==> src/rtl/dmem_arbiter_if.sv <==
// rtl/dmem_arbiter_if.sv - requester, result and data_memory signals of the dmem arbiter
interface dmem_arbiter_if #(
  parameter int ADDR_W = 32,
  parameter int DATA_W = 32
);
  logic              m0_req;
  logic              m0_we;
  logic [ADDR_W-1:0] m0_addr;
  logic [DATA_W-1:0] m0_wdata;
  logic              m0_gnt;
  logic              m0_rvalid;

  logic              m1_req;
  logic              m1_we;
  logic [ADDR_W-1:0] m1_addr;
  logic [DATA_W-1:0] m1_wdata;
  logic              m1_gnt;
  logic              m1_rvalid;

  logic [DATA_W-1:0] rdata;

  logic              mem_write;
  logic              mem_read;
  logic [ADDR_W-1:0] mem_addr;
  logic [DATA_W-1:0] mem_wdata;
  logic [DATA_W-1:0] mem_rdata;

  // Arbiter side
  modport slave (
    input  m0_req, m0_we, m0_addr, m0_wdata,
    input  m1_req, m1_we, m1_addr, m1_wdata,
    input  mem_rdata,
    output m0_gnt, m0_rvalid, m1_gnt, m1_rvalid,
    output rdata,
    output mem_write, mem_read, mem_addr, mem_wdata
  );

  // Requesters plus data_memory side
  modport master (
    output m0_req, m0_we, m0_addr, m0_wdata,
    output m1_req, m1_we, m1_addr, m1_wdata,
    output mem_rdata,
    input  m0_gnt, m0_rvalid, m1_gnt, m1_rvalid,
    input  rdata,
    input  mem_write, mem_read, mem_addr, mem_wdata
  );
endinterface

==> src/rtl/dmem_arbiter.sv <==
// rtl/dmem_arbiter.sv - round-robin two-requester arbiter in front of data_memory
module dmem_arbiter #(
  parameter int ADDR_W = 32,
  parameter int DATA_W = 32
) (
  input  logic           clk,
  input  logic           rst_n,
  dmem_arbiter_if.slave  bus
);

  typedef enum logic [1:0] {
    IDLE   = 2'd0,
    ACCESS = 2'd1,
    DONE   = 2'd2
  } state_t;

  state_t            state_q, state_d;
  logic              rr_q, rr_d;
  logic              sel_q, sel_d;
  logic              we_q, we_d;
  logic [ADDR_W-1:0] addr_q, addr_d;
  logic [DATA_W-1:0] wdata_q, wdata_d;
  logic [DATA_W-1:0] rdata_q, rdata_d;
  logic              cap;
  logic              win;

  always_ff @(posedge clk or negedge rst_n) begin
    if (!rst_n) begin
      state_q <= IDLE;
      rr_q    <= 1'b0;
      sel_q   <= 1'b0;
      we_q    <= 1'b0;
      addr_q  <= '0;
      wdata_q <= '0;
      rdata_q <= '0;
    end else begin
      state_q <= state_d;
      rr_q    <= rr_d;
      sel_q   <= sel_d;
      we_q    <= we_d;
      addr_q  <= addr_d;
      wdata_q <= wdata_d;
      rdata_q <= rdata_d;
    end
  end

  always_comb begin
    state_d = state_q;
    rr_d    = rr_q;
    sel_d   = sel_q;
    we_d    = we_q;
    addr_d  = addr_q;
    wdata_d = wdata_q;
    rdata_d = rdata_q;
    cap     = 1'b0;
    win     = 1'b0;

    case (state_q)
      IDLE: begin
        if (bus.m0_req || bus.m1_req) begin
          cap     = 1'b1;
          win     = (bus.m0_req && bus.m1_req) ? rr_q : bus.m1_req;
          state_d = ACCESS;
        end
      end
      ACCESS: begin
        if (!we_q) begin
          rdata_d = bus.mem_rdata;
        end
        state_d = DONE;
      end
      DONE: begin
        // Only the requester that was not just served may chain a back-to-back access.
        rr_d = ~sel_q;
        win  = ~sel_q;
        if (win ? bus.m1_req : bus.m0_req) begin
          cap     = 1'b1;
          state_d = ACCESS;
        end else begin
          state_d = IDLE;
        end
      end
      default: begin
        state_d = IDLE;
      end
    endcase

    if (cap) begin
      sel_d   = win;
      we_d    = win ? bus.m1_we    : bus.m0_we;
      addr_d  = win ? bus.m1_addr  : bus.m0_addr;
      wdata_d = win ? bus.m1_wdata : bus.m0_wdata;
    end
  end

  // Everything below decodes registered state, so req never reaches an output combinationally.
  assign bus.mem_write = (state_q == ACCESS) &&  we_q;
  assign bus.mem_read  = (state_q == ACCESS) && !we_q;
  assign bus.mem_addr  = (state_q == ACCESS) ? addr_q  : '0;
  assign bus.mem_wdata = (state_q == ACCESS) ? wdata_q : '0;

  assign bus.m0_gnt    = (state_q == DONE) && !sel_q;
  assign bus.m1_gnt    = (state_q == DONE) &&  sel_q;
  assign bus.m0_rvalid = (state_q == DONE) && !sel_q && !we_q;
  assign bus.m1_rvalid = (state_q == DONE) &&  sel_q && !we_q;
  assign bus.rdata     = rdata_q;

endmodule
==> src/flat_wrapper.sv <==
// flat-port wrapper written by rule: the top's interface ports become plain ports
module dmem_arbiter_flat 
#(
  parameter int ADDR_W = 32,
  parameter int DATA_W = 32
)
  (clk, rst_n, bus_m0_req, bus_m0_we, bus_m0_addr, bus_m0_wdata, bus_m1_req, bus_m1_we, bus_m1_addr, bus_m1_wdata, bus_mem_rdata, bus_m0_gnt, bus_m0_rvalid, bus_m1_gnt, bus_m1_rvalid, bus_rdata, bus_mem_write, bus_mem_read, bus_mem_addr, bus_mem_wdata);
  dmem_arbiter_if #(.ADDR_W(ADDR_W), .DATA_W(DATA_W)) bus_i ();
  input  logic clk;
  input  logic rst_n;
  input wire logic [$bits(bus_i.m0_req)-1:0] bus_m0_req;
  input wire logic [$bits(bus_i.m0_we)-1:0] bus_m0_we;
  input wire logic [$bits(bus_i.m0_addr)-1:0] bus_m0_addr;
  input wire logic [$bits(bus_i.m0_wdata)-1:0] bus_m0_wdata;
  input wire logic [$bits(bus_i.m1_req)-1:0] bus_m1_req;
  input wire logic [$bits(bus_i.m1_we)-1:0] bus_m1_we;
  input wire logic [$bits(bus_i.m1_addr)-1:0] bus_m1_addr;
  input wire logic [$bits(bus_i.m1_wdata)-1:0] bus_m1_wdata;
  input wire logic [$bits(bus_i.mem_rdata)-1:0] bus_mem_rdata;
  output wire logic [$bits(bus_i.m0_gnt)-1:0] bus_m0_gnt;
  output wire logic [$bits(bus_i.m0_rvalid)-1:0] bus_m0_rvalid;
  output wire logic [$bits(bus_i.m1_gnt)-1:0] bus_m1_gnt;
  output wire logic [$bits(bus_i.m1_rvalid)-1:0] bus_m1_rvalid;
  output wire logic [$bits(bus_i.rdata)-1:0] bus_rdata;
  output wire logic [$bits(bus_i.mem_write)-1:0] bus_mem_write;
  output wire logic [$bits(bus_i.mem_read)-1:0] bus_mem_read;
  output wire logic [$bits(bus_i.mem_addr)-1:0] bus_mem_addr;
  output wire logic [$bits(bus_i.mem_wdata)-1:0] bus_mem_wdata;
  assign bus_i.m0_req = bus_m0_req;
  assign bus_i.m0_we = bus_m0_we;
  assign bus_i.m0_addr = bus_m0_addr;
  assign bus_i.m0_wdata = bus_m0_wdata;
  assign bus_i.m1_req = bus_m1_req;
  assign bus_i.m1_we = bus_m1_we;
  assign bus_i.m1_addr = bus_m1_addr;
  assign bus_i.m1_wdata = bus_m1_wdata;
  assign bus_i.mem_rdata = bus_mem_rdata;
  assign bus_m0_gnt = bus_i.m0_gnt;
  assign bus_m0_rvalid = bus_i.m0_rvalid;
  assign bus_m1_gnt = bus_i.m1_gnt;
  assign bus_m1_rvalid = bus_i.m1_rvalid;
  assign bus_rdata = bus_i.rdata;
  assign bus_mem_write = bus_i.mem_write;
  assign bus_mem_read = bus_i.mem_read;
  assign bus_mem_addr = bus_i.mem_addr;
  assign bus_mem_wdata = bus_i.mem_wdata;
  dmem_arbiter #(.ADDR_W(ADDR_W), .DATA_W(DATA_W)) u_core (.clk(clk), .rst_n(rst_n), .bus(bus_i));
endmodule
==> config.mk <==
export PLATFORM = sky130hd
export DESIGN_NAME = dmem_arbiter_flat
export DESIGN_NICKNAME = d
export VERILOG_FILES = /design/src/rtl/dmem_arbiter_if.sv /design/src/rtl/dmem_arbiter.sv /design/src/flat_wrapper.sv
export SDC_FILE = /design/constraint.sdc
export NUM_CORES = 1
export LEC_CHECK = 0
export CAP_MARGIN = 30
export CORE_ASPECT_RATIO = 1.1
export CORE_MARGIN = 3
export CORE_UTILIZATION = 48
export CTS_BUF_LIST = sky130_fd_sc_hd__clkbuf_4 sky130_fd_sc_hd__clkbuf_8
export CTS_CLUSTER_DIAMETER = 80
export DETAILED_ROUTE_END_ITERATION = 8
export MAX_ROUTING_LAYER = met4
export PLACE_DENSITY_LB_ADDON = 0.08
export SLEW_MARGIN = 20
export SYNTH_ARGS = -nofsm -noshare
export SYNTH_HDL_FRONTEND = slang
export SYNTH_SLANG_ARGS = --single-unit
==> constraint.sdc <==
create_clock -name clk -period 4.33 [get_ports clk]
set_input_delay 0.866 -clock clk [delete_from_list [all_inputs] [get_ports clk]]
set_output_delay 0.866 -clock clk [all_outputs]
set_load 0.1 [all_outputs]
==> results.py <==
metrics = {
    "worst_setup_path": {
        "rrSetupSlack_ns": 1.84,
        "r2r-end": "u_core.wdata_q[17]",
        "crit_arrival_ns": 2.30,
        "max_stage_delay_ns": 0.56,
        "path_max_fanout": 38,
        "rr_startpoint": "u_core.state_q[0]",
        "cp-start-kind": "flop",
        "endpoint_kind": "output port",
        "slowest_stage": "nor2_4",
        "r2r_cells": 5,
        "crit_chain": "nor2_4 -> buf_4 -> and2_1 -> buf_12",
        "cp.required_ns": 3.46,
        "critPathKind": "reg -> out",
    },
    "floorplan": {
        "die_x_um": 115.0,
        "core.rowCount": 43,
        "coreArea_um2": 12700,
        "io_pins": 268,
        "die-area_um2": 14480,
        "die_y_um": 125.9,
        "start_util_pct": 49.40,
    },
    "cells_and_area": {
        "area_delta_synth_final_pct": 50.01,
        "final_util_pct": 74.10,
        "final_layout_size_suffix_gt1_share_pct": 16.37,
        "finalNetCount": 1065,
        "layout.cells.non_filler": 1062,
    },
    "synthesis": {
        "syn_area_per_cell_um2": 9.279,
        "ys_warn_count": 0,
        "synth.ff_latch_count": 101,
        "seq_area_frac_synth_pct": 40.30,
        "async_reset_ff_share_pct": 100.0,
        "synthCells": 676,
        "synth_edf_count": 0,
        "syn_nets": 842,
        "synth_cell_types": 23,
        "synthFlopType": "dfrtp_1",
        "syn_area_um2": 6272,
    },
    "clocking": {
        "cts-resized-gates": 0,
        "cts_hold_buffers": 0,
        "h-tree-depth": 3,
        "post_cts_buffers": 0,
        "clockRootBuffer": "clkbuf_8",
        "cts_inserted_buffers": 9,
        "clk_latency_ns": 0.37,
        "clk_pin_slew_worst_paths_ns": 0.11,
        "clk_path_buf_depth": 2,
        "clock_sinks": 101,
        "cts_tree": "built",
    },
    "global_routing": {
        "grt_start_max_net_pins": 79,
        "grt_usage_pct": 27.20,
        "grt_pass1_vias": 5743,
        "grt_antenna_before_repair": 1,
        "grt_first_pass_wirelength_um": 30660,
        "grt.overflow.total": 0,
    },
    "detailed_routing": {
        "drtIter0Drc": 379,
        "drtAntennaViolNets": 0,
        "drc": 0,
        "post_drt_via_cell_ratio": 5.432,
        "drtPass1Iterations": 5,
        "routedWlPerCell_um": 18.16,
        "vias": 5769,
        "routed_wl_um": 19290,
    },
    "placement": {
        "port_buffers": 267,
        "place_congestion": 0.8296,
        "dp_cells": 1045,
        "dp_hpwl_um": 13840,
    },
    "timing": {
        "finalClockSkew_ns": 0.01202,
        "layout_min_cycle_time_ns": 3.170,
        "relSlewSlack_pct": 33.77,
        "setup_violations": 0,
        "max_freq_ghz": 0.3154,
        "worstMarginPinSlew_ns": 0.9903,
        "post-route-period-util_pct": 73.22,
        "slew_viol_final": 0,
        "finalHoldViolCount": 0,
        "rsz0062_at_grt": "false",
        "fin_tns_setup_ns": 0,
    },
    "status": {
        "outcome": "finished clean",
    },
    "run": {
        "maxCapViolCount": 0,
    },
    "hold_path": {
        "hold_path_class": "in -> async",
    },
}
flip-flops by register name, summed over array words and instances (netlist names):
signal	flops
u_core.addr_q	32
u_core.bus.rdata	32
u_core.rr_q	1
u_core.sel_q	1
u_core.state_q	2
u_core.wdata_q	32
u_core.we_q	1
cells in the mapped netlist (4+ instances only):
cell type,number,area (um^2)
dfrtp_1,101,2527
nand2_1,68,255.2
inv_1,66,247.7
nor2b_1,66,412.9
o21ai_1,66,330.3
a211oi_1,65,488.0
and2_1,65,406.6
a221oi_2,39,585.6
mux2_1,32,360.4
buf_2,29,145.1
clkbuf_1,28,105.1
a221oi_1,26,227.7
and2b_1,4,30.03
buf_6,4,45.04
nor2_1,4,15.01
stage by stage:
step	hold slack (ns)	worst slack (ns)	area (um^2)
after floorplan	0.4474	0.2653	6275
after global placement	0.4579	1.091	9196
after detailed placement	0.4669	1.018	9196
after CTS	0.4367	1.095	9407
after global routing	0.4501	0.9433	9409
final	0.4294	1.160	9409
worst max path at each step:
stage                            startpoint            endpoint  slack (ns)
after global routing      u_core.state_q[1]   bus_mem_wdata[16]        0.94
after global placement           bus_m1_req   u_core.addr_q[31]        1.09
final                     u_core.state_q[1]   bus_mem_wdata[17]        1.16
after floorplan           u_core.state_q[0]       bus_m0_rvalid        0.27
after detailed placement         bus_m1_req  u_core.wdata_q[31]        1.02
after CTS                 u_core.state_q[1]   bus_mem_wdata[16]        1.09
final cells by class:
cell class	instances	area [um^2]
inverter	68	255.2
clock inverter	5	58.81
multi-input combinational	441	3211
sequential	101	2531
tap	157	196.4
clock buffer	11	151.4
timing repair buffer	278	3003
fill	973	3288
antenna	1	2.502
cells in the final DEF, fill, tap and decap left out, types with 2 or more instances in the layout:
master           count
a221oi_2            39
a211oi_1            65
buf_4               48
clkbuf_8            11
and2b_1              3
nor2b_1             64
inv_2                2
nand2_1             68
buf_12              34
o21ai_1             66
a221oi_1            26
dfrtp_1            100
and2_1              65
mux2_1              32
inv_1               66
clkdlybuf4s50_1    196
nor2_1               3
clkinvlp_4           2
critical path, delay by kind of cell (launching register included):
kind,cells,cell delay (ns)
flops,1,0.52
simple gates,2,0.81
buf+inv,2,0.59
cell families (layout without fill, tap and decap cells):
kind of cell	count (synthesis)	count (layout)	synth area share (%)
flip-flops	101	101	40.30
AO/OA/AOI/OAI	199	199	26.49
buffers and inverters	134	362	9.256
other	0	1	0
multiplexers	32	32	5.745
AND/OR/NAND/NOR	210	210	18.21
per-layer routing:
metal  vias to the layer above  wire, um  part of all wire [%]  track usage, %
met4                         0       268                   1.4           7.390
li1                       2788         -                     -               -
met3                        16      1221                   6.3           4.757
met2                       214      9674                    50           43.66
met1                      2751      8123                    42           35.55
met5                         -         0                     0               -
Power is not shown: default switching activity piles up to over one toggle a cycle in this logic, so the estimate is an artifact.
